==> src/rtl/add_sub_pkg.sv <==
// Shared types and helpers for the add/subtract unit.
package add_sub_pkg;

    localparam int unsigned WIDTH_DEF = 32;
    localparam int unsigned CLA_W     = 4;

    typedef enum logic {
        MODE_ADD = 1'b0,
        MODE_SUB = 1'b1
    } mode_e;

    // Signed overflow: operands agree in sign but the result does not.
    function automatic logic ovf_f(input logic a_msb, input logic b_msb, input logic r_msb);
        return (a_msb == b_msb) && (r_msb != a_msb);
    endfunction

endpackage

==> src/rtl/add_sub_cla.sv <==
// 4-bit carry-lookahead group: bit generate/propagate, internal carries and group carry out.
module add_sub_cla
    import add_sub_pkg::*;
(
    input  logic [CLA_W-1:0] i_a,
    input  logic [CLA_W-1:0] i_b,
    input  logic             i_c,
    output logic [CLA_W-1:0] o_sum,
    output logic             o_c
);

    logic [CLA_W-1:0] w_g;
    logic [CLA_W-1:0] w_p;
    logic [CLA_W-1:0] w_c;
    logic             w_gg;
    logic             w_gp;

    // Lookahead carries computed directly from g/p rather than rippled bit by bit.
    always_comb begin
        w_g    = i_a & i_b;
        w_p    = i_a ^ i_b;
        w_c[0] = i_c;
        w_c[1] = w_g[0] | (w_p[0] & i_c);
        w_c[2] = w_g[1] | (w_p[1] & w_g[0]) | (w_p[1] & w_p[0] & i_c);
        w_c[3] = w_g[2] | (w_p[2] & w_g[1]) | (w_p[2] & w_p[1] & w_g[0])
               | (w_p[2] & w_p[1] & w_p[0] & i_c);
        w_gg   = w_g[3] | (w_p[3] & w_g[2]) | (w_p[3] & w_p[2] & w_g[1])
               | (w_p[3] & w_p[2] & w_p[1] & w_g[0]);
        w_gp   = &w_p;
        o_c    = w_gg | (w_gp & i_c);
        o_sum  = w_p ^ w_c;
    end

endmodule

==> src/rtl/add_sub_unit.sv <==
// WIDTH-bit adder/subtractor with carry/borrow, zero and signed-overflow flags.
// Combinational by default; define ADD_SUB_OUT_REG_EN to register all outputs (1-cycle latency).
module add_sub_unit
    import add_sub_pkg::*;
#(
    parameter int unsigned WIDTH = WIDTH_DEF
) (
    input  logic             clk_i,
    input  logic             rst_ni,
    input  logic [WIDTH-1:0] a_i,
    input  logic [WIDTH-1:0] b_i,
    input  logic             cin_i,
    output logic [WIDTH-1:0] result_o,
    output logic             cout_o,
    output logic             zero_o,
    output logic             ovf_o
);

    localparam int unsigned NUM_GROUPS = WIDTH / CLA_W;

    mode_e            w_mode;
    logic             w_sub;
    logic [WIDTH-1:0] w_b_eff;
    logic [NUM_GROUPS:0] w_carry;
    logic [WIDTH-1:0] w_result;
    logic             w_cout;
    logic             w_zero;
    logic             w_ovf;

    // Subtract is a + ~b + 1: invert B and feed the mode bit in as carry-in.
    always_comb begin
        w_mode     = mode_e'(cin_i);
        w_sub      = (w_mode == MODE_SUB);
        w_b_eff    = b_i ^ {WIDTH{w_sub}};
        w_carry[0] = w_sub;
    end

    for (genvar gi = 0; gi < NUM_GROUPS; gi++) begin : g_group
        add_sub_cla u_cla (
            .i_a   (a_i[gi*CLA_W +: CLA_W]),
            .i_b   (w_b_eff[gi*CLA_W +: CLA_W]),
            .i_c   (w_carry[gi]),
            .o_sum (w_result[gi*CLA_W +: CLA_W]),
            .o_c   (w_carry[gi+1])
        );
    end

    // Flags; the subtract-mode carry is inverted so cout reads as a borrow.
    always_comb begin
        w_cout = w_carry[NUM_GROUPS] ^ w_sub;
        w_zero = ~|w_result;
        w_ovf  = ovf_f(a_i[WIDTH-1], w_b_eff[WIDTH-1], w_result[WIDTH-1]);
    end

`ifdef ADD_SUB_OUT_REG_EN
    logic [WIDTH-1:0] r_result;
    logic             r_cout;
    logic             r_zero;
    logic             r_ovf;

    // Output register stage; reset clears every output, zero flag included.
    always_ff @(posedge clk_i or negedge rst_ni) begin
        if (!rst_ni) begin
            r_result <= '0;
            r_cout   <= 1'b0;
            r_zero   <= 1'b0;
            r_ovf    <= 1'b0;
        end else begin
            r_result <= w_result;
            r_cout   <= w_cout;
            r_zero   <= w_zero;
            r_ovf    <= w_ovf;
        end
    end

    assign result_o = r_result;
    assign cout_o   = r_cout;
    assign zero_o   = r_zero;
    assign ovf_o    = r_ovf;
`else
    // Clock and reset are kept on the port list so both builds share one interface.
    logic w_unused_clk_rst;
    assign w_unused_clk_rst = clk_i ^ rst_ni;

    assign result_o = w_result;
    assign cout_o   = w_cout;
    assign zero_o   = w_zero;
    assign ovf_o    = w_ovf;
`endif

endmodule

==> config.mk <==
export PLATFORM = sky130hd
export DESIGN_NAME = add_sub_unit
export DESIGN_NICKNAME = d
export VERILOG_FILES = /design/src/rtl/add_sub_pkg.sv /design/src/rtl/add_sub_cla.sv /design/src/rtl/add_sub_unit.sv
export SDC_FILE = /design/constraint.sdc
export NUM_CORES = 1
export LEC_CHECK = 0
export ABC_AREA = 1
export CORE_MARGIN = 8
export CORE_UTILIZATION = 34
export DETAILED_ROUTE_END_ITERATION = 6
export DONT_BUFFER_PORTS = 1
export SLEW_MARGIN = 40
export SYNTH_ARGS = -nofsm -noshare
export SYNTH_HDL_FRONTEND = slang
export SYNTH_SLANG_ARGS = --single-unit
==> constraint.sdc <==
create_clock -name vclk -period 5.4
set_clock_uncertainty 0.05 [all_clocks]
set_input_delay 0.54 -clock vclk [all_inputs]
set_output_delay 0.54 -clock vclk [all_outputs]
set_load 0.02 [all_outputs]
## Yosys cells after proc, flatten, opt, wreduce, memory -nomap -nowiden

Index checks and enable logic that the tools add are counted.

- Register bits: 0
- Output and inout port bits: 35
- Input port bits: 67

- Equal/unequal tests: 2
- Reductions and logical operators: 11
- Bitwise gates (word level): 226

Operators by type and width:

| operator | number |
|---|---|
| $and A1 B1 Y1 | 120 |
| $or A1 B1 Y1 | 80 |
| $xor A4 B4 Y4 | 16 |
| $and A4 B4 Y4 | 8 |
| $reduce_and A4 Y1 | 8 |
| $reduce_or A32 Y1 | 1 |
| $xor A32 B32 Y32 | 1 |
| $eq A1 B1 Y1 | 1 |
| $logic_and A1 B1 Y1 | 1 |
| $logic_not A1 Y1 | 1 |
| $ne A1 B1 Y1 | 1 |
| $xor A1 B1 Y1 | 1 |

## Depth between registers and ports, before layout

Gate-level depths: netlist of the first run.

- Depth after elaboration: 24
- Mapped depth: 39

## Hierarchy

Synthesis of the first run repeated with hierarchy kept, for this count alone.

- Cell total of the unflattened synthesis: 322
- Area, all modules: 1989.4 um^2

Modules (own cells, without submodules):

| module | cells each | instances | seq. area each (um^2) | area an instance (um^2) |
|---|---|---|---|---|
| add_sub_cla (g_group[2].u_cla ...) | 31 | 6 | 0.0 | 186.4 |
| add_sub_unit | 74 | 1 | 0.0 | 493.0 |
| add_sub_cla (g_group[0].u_cla ...) | 31 | 2 | 0.0 | 188.9 |

## Worst setup path after synthesis of the first run

No wires, ideal clock.

- Path type: input-to-output
- Start point: input port cin_i
- End point: output port zero_o
- Stages: 38
- Path slack: 533 ps
- Data arrival time: 4277 ps
- Required time: 4810 ps
- Buffers on the path: 2
- Path through: buf_6 buf_2 xor2_1 ha_1 nand2_2 nand2_2 nand3_2 nand2_2 nand2_2 nand2_2 nand2_1 nand2_2 nand2_2 nand2_2 nand2_1 nand2_2 nand2_2 nand2_2 [... 2 more ...] inv_1 fa_1 nand4_1 nor2_1 nand3_1 nor2_1 nand3_1 nor2_1 nand2_1 nor2_1 nand2_1 nor2_1 nand3_1 nor2_1 nand3_2 nor2_1 nand3_1 nor2_1

- Word-level cells in the longest chain between the ends: 24
- Elaborated cells on any way between the ends: 224

Ends and longest elaborated chain:

| item | RTL line | text |
|---|---|---|
| from (decl) | add_sub_unit.sv:12 | `input logic cin_i,` |
| $xor A32 B32 Y32 | add_sub_unit.sv:34 | `w_b_eff = b_i ^ {WIDTH{w_sub}};` |
| $xor A4 B4 Y4 or $and A4 B4 Y4 (tied branches) | add_sub_cla.sv:21, add_sub_cla.sv:20 |  |
| $and A1 B1 Y1 (on tied branches) | add_sub_cla.sv:27, add_sub_cla.sv:28 |  |
| $or A1 B1 Y1 (tied with other cells) | add_sub_cla.sv:27 | `w_gg = w_g[3] \| (w_p[3] & w_g[2]) \| (w_p[3] & w_p[2] & w_g[1])` |
| $or A1 B1 Y1 or $and A1 B1 Y1 (tied branches) | add_sub_cla.sv:27, add_sub_cla.sv:28 |  |
| $or A1 B1 Y1 | add_sub_cla.sv:28 | `\| (w_p[3] & w_p[2] & w_p[1] & w_g[0]);` |
| $or A1 B1 Y1 | add_sub_cla.sv:30 | `o_c = w_gg \| (w_gp & i_c);` |
| $and A1 B1 Y1 | add_sub_cla.sv:30 |  |
| [... 8 more ...] | - |  |
| $or A1 B1 Y1 | add_sub_cla.sv:30 |  |
| $and A1 B1 Y1 | add_sub_cla.sv:30 |  |
| $or A1 B1 Y1 | add_sub_cla.sv:30 |  |
| $and A1 B1 Y1 (on tied branches) | add_sub_cla.sv:23, add_sub_cla.sv:24, add_sub_cla.sv:26 |  |
| $or A1 B1 Y1 (on tied branches) | add_sub_cla.sv:23, add_sub_cla.sv:24, add_sub_cla.sv:26 |  |
| $xor A4 B4 Y4 | add_sub_cla.sv:31 | `o_sum = w_p ^ w_c;` |
| $reduce_or A32 Y1 * | add_sub_unit.sv:51 | `w_zero = ~\|w_result;` |
| $logic_not A1 Y1 * | add_sub_unit.sv:51 |  |
| to (decl) | add_sub_unit.sv:15 | `output logic zero_o,` |

Mark *: on every way between the ends. The rest lies on a longest branch, timed or not.

## Worst setup path after layout of the first run

Ends and elaborated chain as after synthesis.

==> results of run 1 <==
## final cells by class
| cell class | instances | area, um2 | share of cell area |
|---|---|---|---|
| Timing Repair Buffer | 18 | 135 | 0.0603 |
| Multi-Input combinational cell | 243 | 1750 | 0.780 |
| Inverter | 71 | 267 | 0.119 |
| Tap cell | 72 | 90.1 | 0.0402 |
## per-stage QoR
stage	hold WS, ps	setup WS, ps
4_1_cts	1190	148
6_report	1180	259
5_1_grt	1190	-205
2_1_floorplan	1210	533
3_3_place_gp	1180	150
3_5_place_dp	1180	157
## metal layers
metal | up-vias | routed length, um
met1 | 801 | 2090
li1 | 997 | -
met5 | - | 0
met3 | 0 | 490
met2 | 55 | 2610
met4 | 0 | 0
## logic make-up (layout without fill, tap and decap cells)
logic type | after synthesis | count (layout) | synth area share
xor+xnor | 46 | 46 | 0.208
compound gates | 24 | 24 | 0.0653
buf+inv | 75 | 89 | 0.148
simple gates | 134 | 134 | 0.305
fa+ha+maj | 39 | 39 | 0.274
## critical path: cells and delay by family
kind                     cells  cell delay [ps]
AND/OR/NAND/NOR             29             2620
adder cells (fa/ha/maj)      2              970
buffers and inverters        2              190
XOR/XNOR                     1              140
AO/OA/AOI/OAI                1               90
## worst max path at each step
stage | start | to | slack, ps | depth (start not counted)
after CTS | cin_i | zero_o | 150 | 37
after global placement | cin_i | zero_o | 150 | 37
after detailed placement | cin_i | zero_o | 160 | 37
final | cin_i | zero_o | 260 | 35
after floorplan | cin_i | zero_o | 530 | 38
after global routing | cin_i | zero_o | -210 | 35
## cells in the final DEF, fill, tap and decap left out
| master | n |
|---|---|
| nand3_2 | 3 |
| xor2_2 | 2 |
| a21oi_1 | 14 |
| inv_1 | 69 |
| nand2_2 | 16 |
| nand4_1 | 1 |
| a21o_1 | 1 |
| a221oi_1 | 1 |
| o211ai_1 | 1 |
| nor2_1 | 19 |
| nand2_1 | 64 |
| fa_1 | 7 |
| nand3b_1 | 2 |
| ha_1 | 32 |
| nor2_2 | 3 |
| xor2_1 | 30 |
| xnor2_1 | 13 |
| a21oi_2 | 1 |
| inv_2 | 2 |
| xnor2_2 | 1 |
| nand3_1 | 20 |
| buf_4 | 18 |
| nand2_4 | 6 |
| o21ai_0 | 6 |
## repair_timing
item                                    CTS  global route
endpoints found under the setup margin    0             1
setup buffers                             0            16
gates resized for setup                   0            18
## power breakdown
part | internal [mW] | switching [mW] | total [mW]
clock network | 0 | 0 | 0
registers | 0 | 0 | 0
logic | 0.153 | 0.307 | 0.460
total | 0.153 | 0.307 | 0.460
==> results.cfg, run 1 <==
[yosys]
syn_inst = 318
synth.cell_area_mm2 = 0.00197
ys_seq_area_frac = 0
ys_top_cells_by_area = ha_1, xor2_1, inv_1
yosysWarnings = 0
yosysUniqueCellTypes = 20
synth_top_area_share = 0.203
synth_common_cells = inv_1, nand2_1, ha_1, xor2_1, nor2_1
yosys.cell_count.top_type = inv_1
yosysTopAreaCell = ha_1
synthesis.nets = 424
syn_area_per_cell_um2 = 6.21

[sta]
fin_crit_ps = 5140
slew_headroom = 0.584
final-max-slew-violation-count = 0
fmax_mhz = 195
grt_setup_unrepaired = yes
hold_viol = 0
tightest_slew_ps = 620
fin_tns_setup_ps = 0
post-route-period-util = 0.952
setup_viol_count_final = 0

[detailed_routing]
drt_wl_total_um = 5180
final_antenna_net_count = 0
drc = 0
initialDrtViolationCount = 29
num_vias = 1853
drt_pre_antenna_iters = 4
vias_per_cell = 4.59
routedWlPerCell_um = 12.8

[layout]
numSequentialCells = 0
post-route-util = 0.402
fin_cells = 404
regArea_um2 = 0
n_clock_buffer = 0
n_fill_cell = 626
antenna_cells = 0
areaGrowthSynthToFinish_pct = 13.4
fin_nets = 440
drive_gt1_frac = 0.157
stdcell_area_mm2 = 0.00224

[place]
dp_cells = 388
place_congestion = 0.787
dpl-instance-area_mm2 = 0.00205
port_buffers = 0
dp_hpwl_um = 4580

[global_route]
grt_pass1_wl_um = 8520
grt_use_met1 = 0.131
grt_pass1_vias = 1912
top_usage_layer = met2
grtUsageTotal = 0.116
gr-total-overflow = 0
grt.met2_usage = 0.214
antenna_found_initial = 0
use_met3 = 0.0416
grt_start_max_net_pins = 38

[job]
maxCapViolations = 0

[critical_path]
crit_arrival_ps = 4550
cp_max_fo = 37
path_class = in -> out
required_ps = 4810
slowest_delay_ps = 590
endpoint_kind = output pin
crit_path_start_kind = primary input
cp_slowest_cell = fa_1

[worst_hold_path]
min_path_type = in -> out
min_from = cin_i
holdPathStages = 1
holdPathEnd = cout_o

[die]
fp.dieH_um = 92.2
num_rows = 27
die_x_um = 92.2
start_util = 0.354
die_area_mm2 = 0.00850
core-area_mm2 = 0.00557
io_pins = 102

[outcome]
outcome = completed

[pwr]
powerDensity_mw_per_mm2 = 205
leakagePower_nw = 1.31
ir_drop_mv = 0.0938
p_total_mw = 0.460

[clock_network]
holdBufCountCts = 0
Note: power is estimated with default switching activity, not from simulation.
==> run 2: changes to the inputs <==
- ABC_AREA: 1 -> unset
==> run 2 against run 1 <==
  * Wire length increased by 3.9%
  * Hold slack better by 4.0 ps
  * Count of clock-buffer cells in the layout is the same
  * Synthesized area shrank 3.5%
  * Non-clock buffer count fell by 9
  * Maximum frequency grew 1.8%
  * Die area decreased by 2.9%
  * Core utilization decreased by 2.1 points
  * Global-route usage increased by 0.50 points
  * Power rose by 4.2%
==> results.cfg, run 2 <==
[outcome]
outcome = completed

[yosys]
synth_common_cells = xor2_1, ha_1, inv_1, a21oi_1, xnor2_1
synth.cell_area_mm2 = 0.00190
yosysTopAreaCell = ha_1
yosys.cell_count.top_type = xor2_1
ys_seq_area_frac = 0
synthesis.nets = 349
yosysUniqueCellTypes = 45
synth_top_area_share = 0.210
ys_top_cells_by_area = ha_1, xor2_1, xnor2_1
syn_inst = 243
yosysWarnings = 0
syn_area_per_cell_um2 = 7.84

[job]
maxCapViolations = 0

[global_route]
gr-total-overflow = 0
grt_pass1_wl_um = 8550
grtUsageTotal = 0.121
grt_pass1_vias = 1823
antenna_found_initial = 0
grt_start_max_net_pins = 38

[sta]
grt_setup_unrepaired = no
fmax_mhz = 198
fin_crit_ps = 5050
fin_tns_setup_ps = 0
post-route-period-util = 0.935
hold_viol = 0
setup_slack_ps = 350
tightest_slew_ps = 801
final-max-slew-violation-count = 0
setup_viol_count_final = 0
slew_headroom = 0.462

[critical_path]
required_ps = 4810
worstSetupStartpoint = cin_i
crit_arrival_ps = 4460
path_class = in -> out
endpoint_kind = output pin
cp_max_fo = 37
crit_path_start_kind = primary input

[die]
core-area_mm2 = 0.00547
fp.dieH_um = 90.8
io_pins = 102
start_util = 0.348
num_rows = 27
die_x_um = 90.8
die_area_mm2 = 0.00825

[place]
place_congestion = 0.745
dp_hpwl_um = 4830
place_ws_ps = 111
port_buffers = 0

[layout]
regArea_um2 = 0
n_clock_buffer = 0
final_cell_mix = xor2_1, ha_1, inv_1
areaGrowthSynthToFinish_pct = 9.46
numSequentialCells = 0
final_common_cell = xor2_1
fin_nets = 356
drive_gt1_frac = 0.101
antenna_cells = 0

[worst_hold_path]
min_from = cin_i
min_path_type = in -> out
holdPathStages = 1

[detailed_routing]
drt_pre_antenna_iters = 5
drc = 0
initialDrtViolationCount = 36
vias_per_cell = 5.30
num_vias = 1697
final_antenna_net_count = 0
routedWlPerCell_um = 16.8
drt_wl_total_um = 5390

[pwr]
leakagePower_nw = 0.970
powerDensity_mw_per_mm2 = 230
ir_drop_mv = 0.0819

[clock_network]
post-cts-setup-buffers = 0
cts-resized-gates = 0
holdBufCountCts = 0
run 2: cell types whose count changed in the layout (fill, tap and decap cells not counted), sizes merged, moves of 7 or more:
| cell | delta |
|---|---|
| xor2 | +7 |
| nand3 | -19 |
| inv | -46 |
| a21oi | +8 |
| nand2 | -73 |
| buf | -9 |
run 2: path summary, 6_finish.rpt:
path	end	slack, ps
worst max-delay path	zero_o	350
worst min-delay path	result_o[0]	1190
run 2: area by class of cell:
type	count	area, um2
fill	597	3390
multi-input combinational	214	1830
inverter	25	93.8
tap	72	90.1
timing repair buffer	9	67.6
run 2: per-layer routing:
| layer | vias to the layer above | routed length (um) | track usage | part of all wire |
|---|---|---|---|---|
| met5 | - | 0 | 0 | 0 |
| met4 | 0 | 0 | 0 | 0 |
| met3 | 0 | 600 | 0.0482 | 0.11 |
| met2 | 60 | 2610 | 0.222 | 0.49 |
| met1 | 772 | 2170 | 0.134 | 0.40 |
| li1 | 865 | - | - | - |
run 2: worst max-delay path: stages:
cell and delay [ps]:
xor2_1 140, ha_1 370, nand4_1 170, nor3b_2 290, a22oi_4 100, o211ai_4 270, inv_1 130, o31a_1 330
fa_1 400, xnor2_1 180, nor4_1 260, nand2_1 140, nor4b_4 280, nor4b_4 240, o2111ai_2 170, a2111oi_2 230
buf_4 200
run 2: cell families (layout without fill, tap and decap cells):
kind of cell,after synthesis,in the layout,share of synthesized area
multiplexers,2,2,0.0112
buffers and inverters,29,34,0.0611
AND/OR/NAND/NOR,57,57,0.159
AO/OA/AOI/OAI,57,57,0.214
XOR/XNOR,59,59,0.271
adder cells (fa/ha/maj),39,39,0.284
run 2: metrics by stage:
stage	std cells	cell area [um2]	power (mW)	util	hold slack, ps
2_1_floorplan	243	1910	0.382	-	1210
3_3_place_gp	320	2040	0.471	0.373	1190
3_5_place_dp	320	2040	0.476	0.373	1190
4_1_cts	320	2040	0.478	0.373	1190
5_1_grt	320	2080	0.529	0.381	1190
6_report	320	2080	0.480	0.381	1190
run 2: where the power goes:
group	switching, mW	internal [mW]
Combinational	0.318	0.161
Clock	0	0
Sequential	0	0
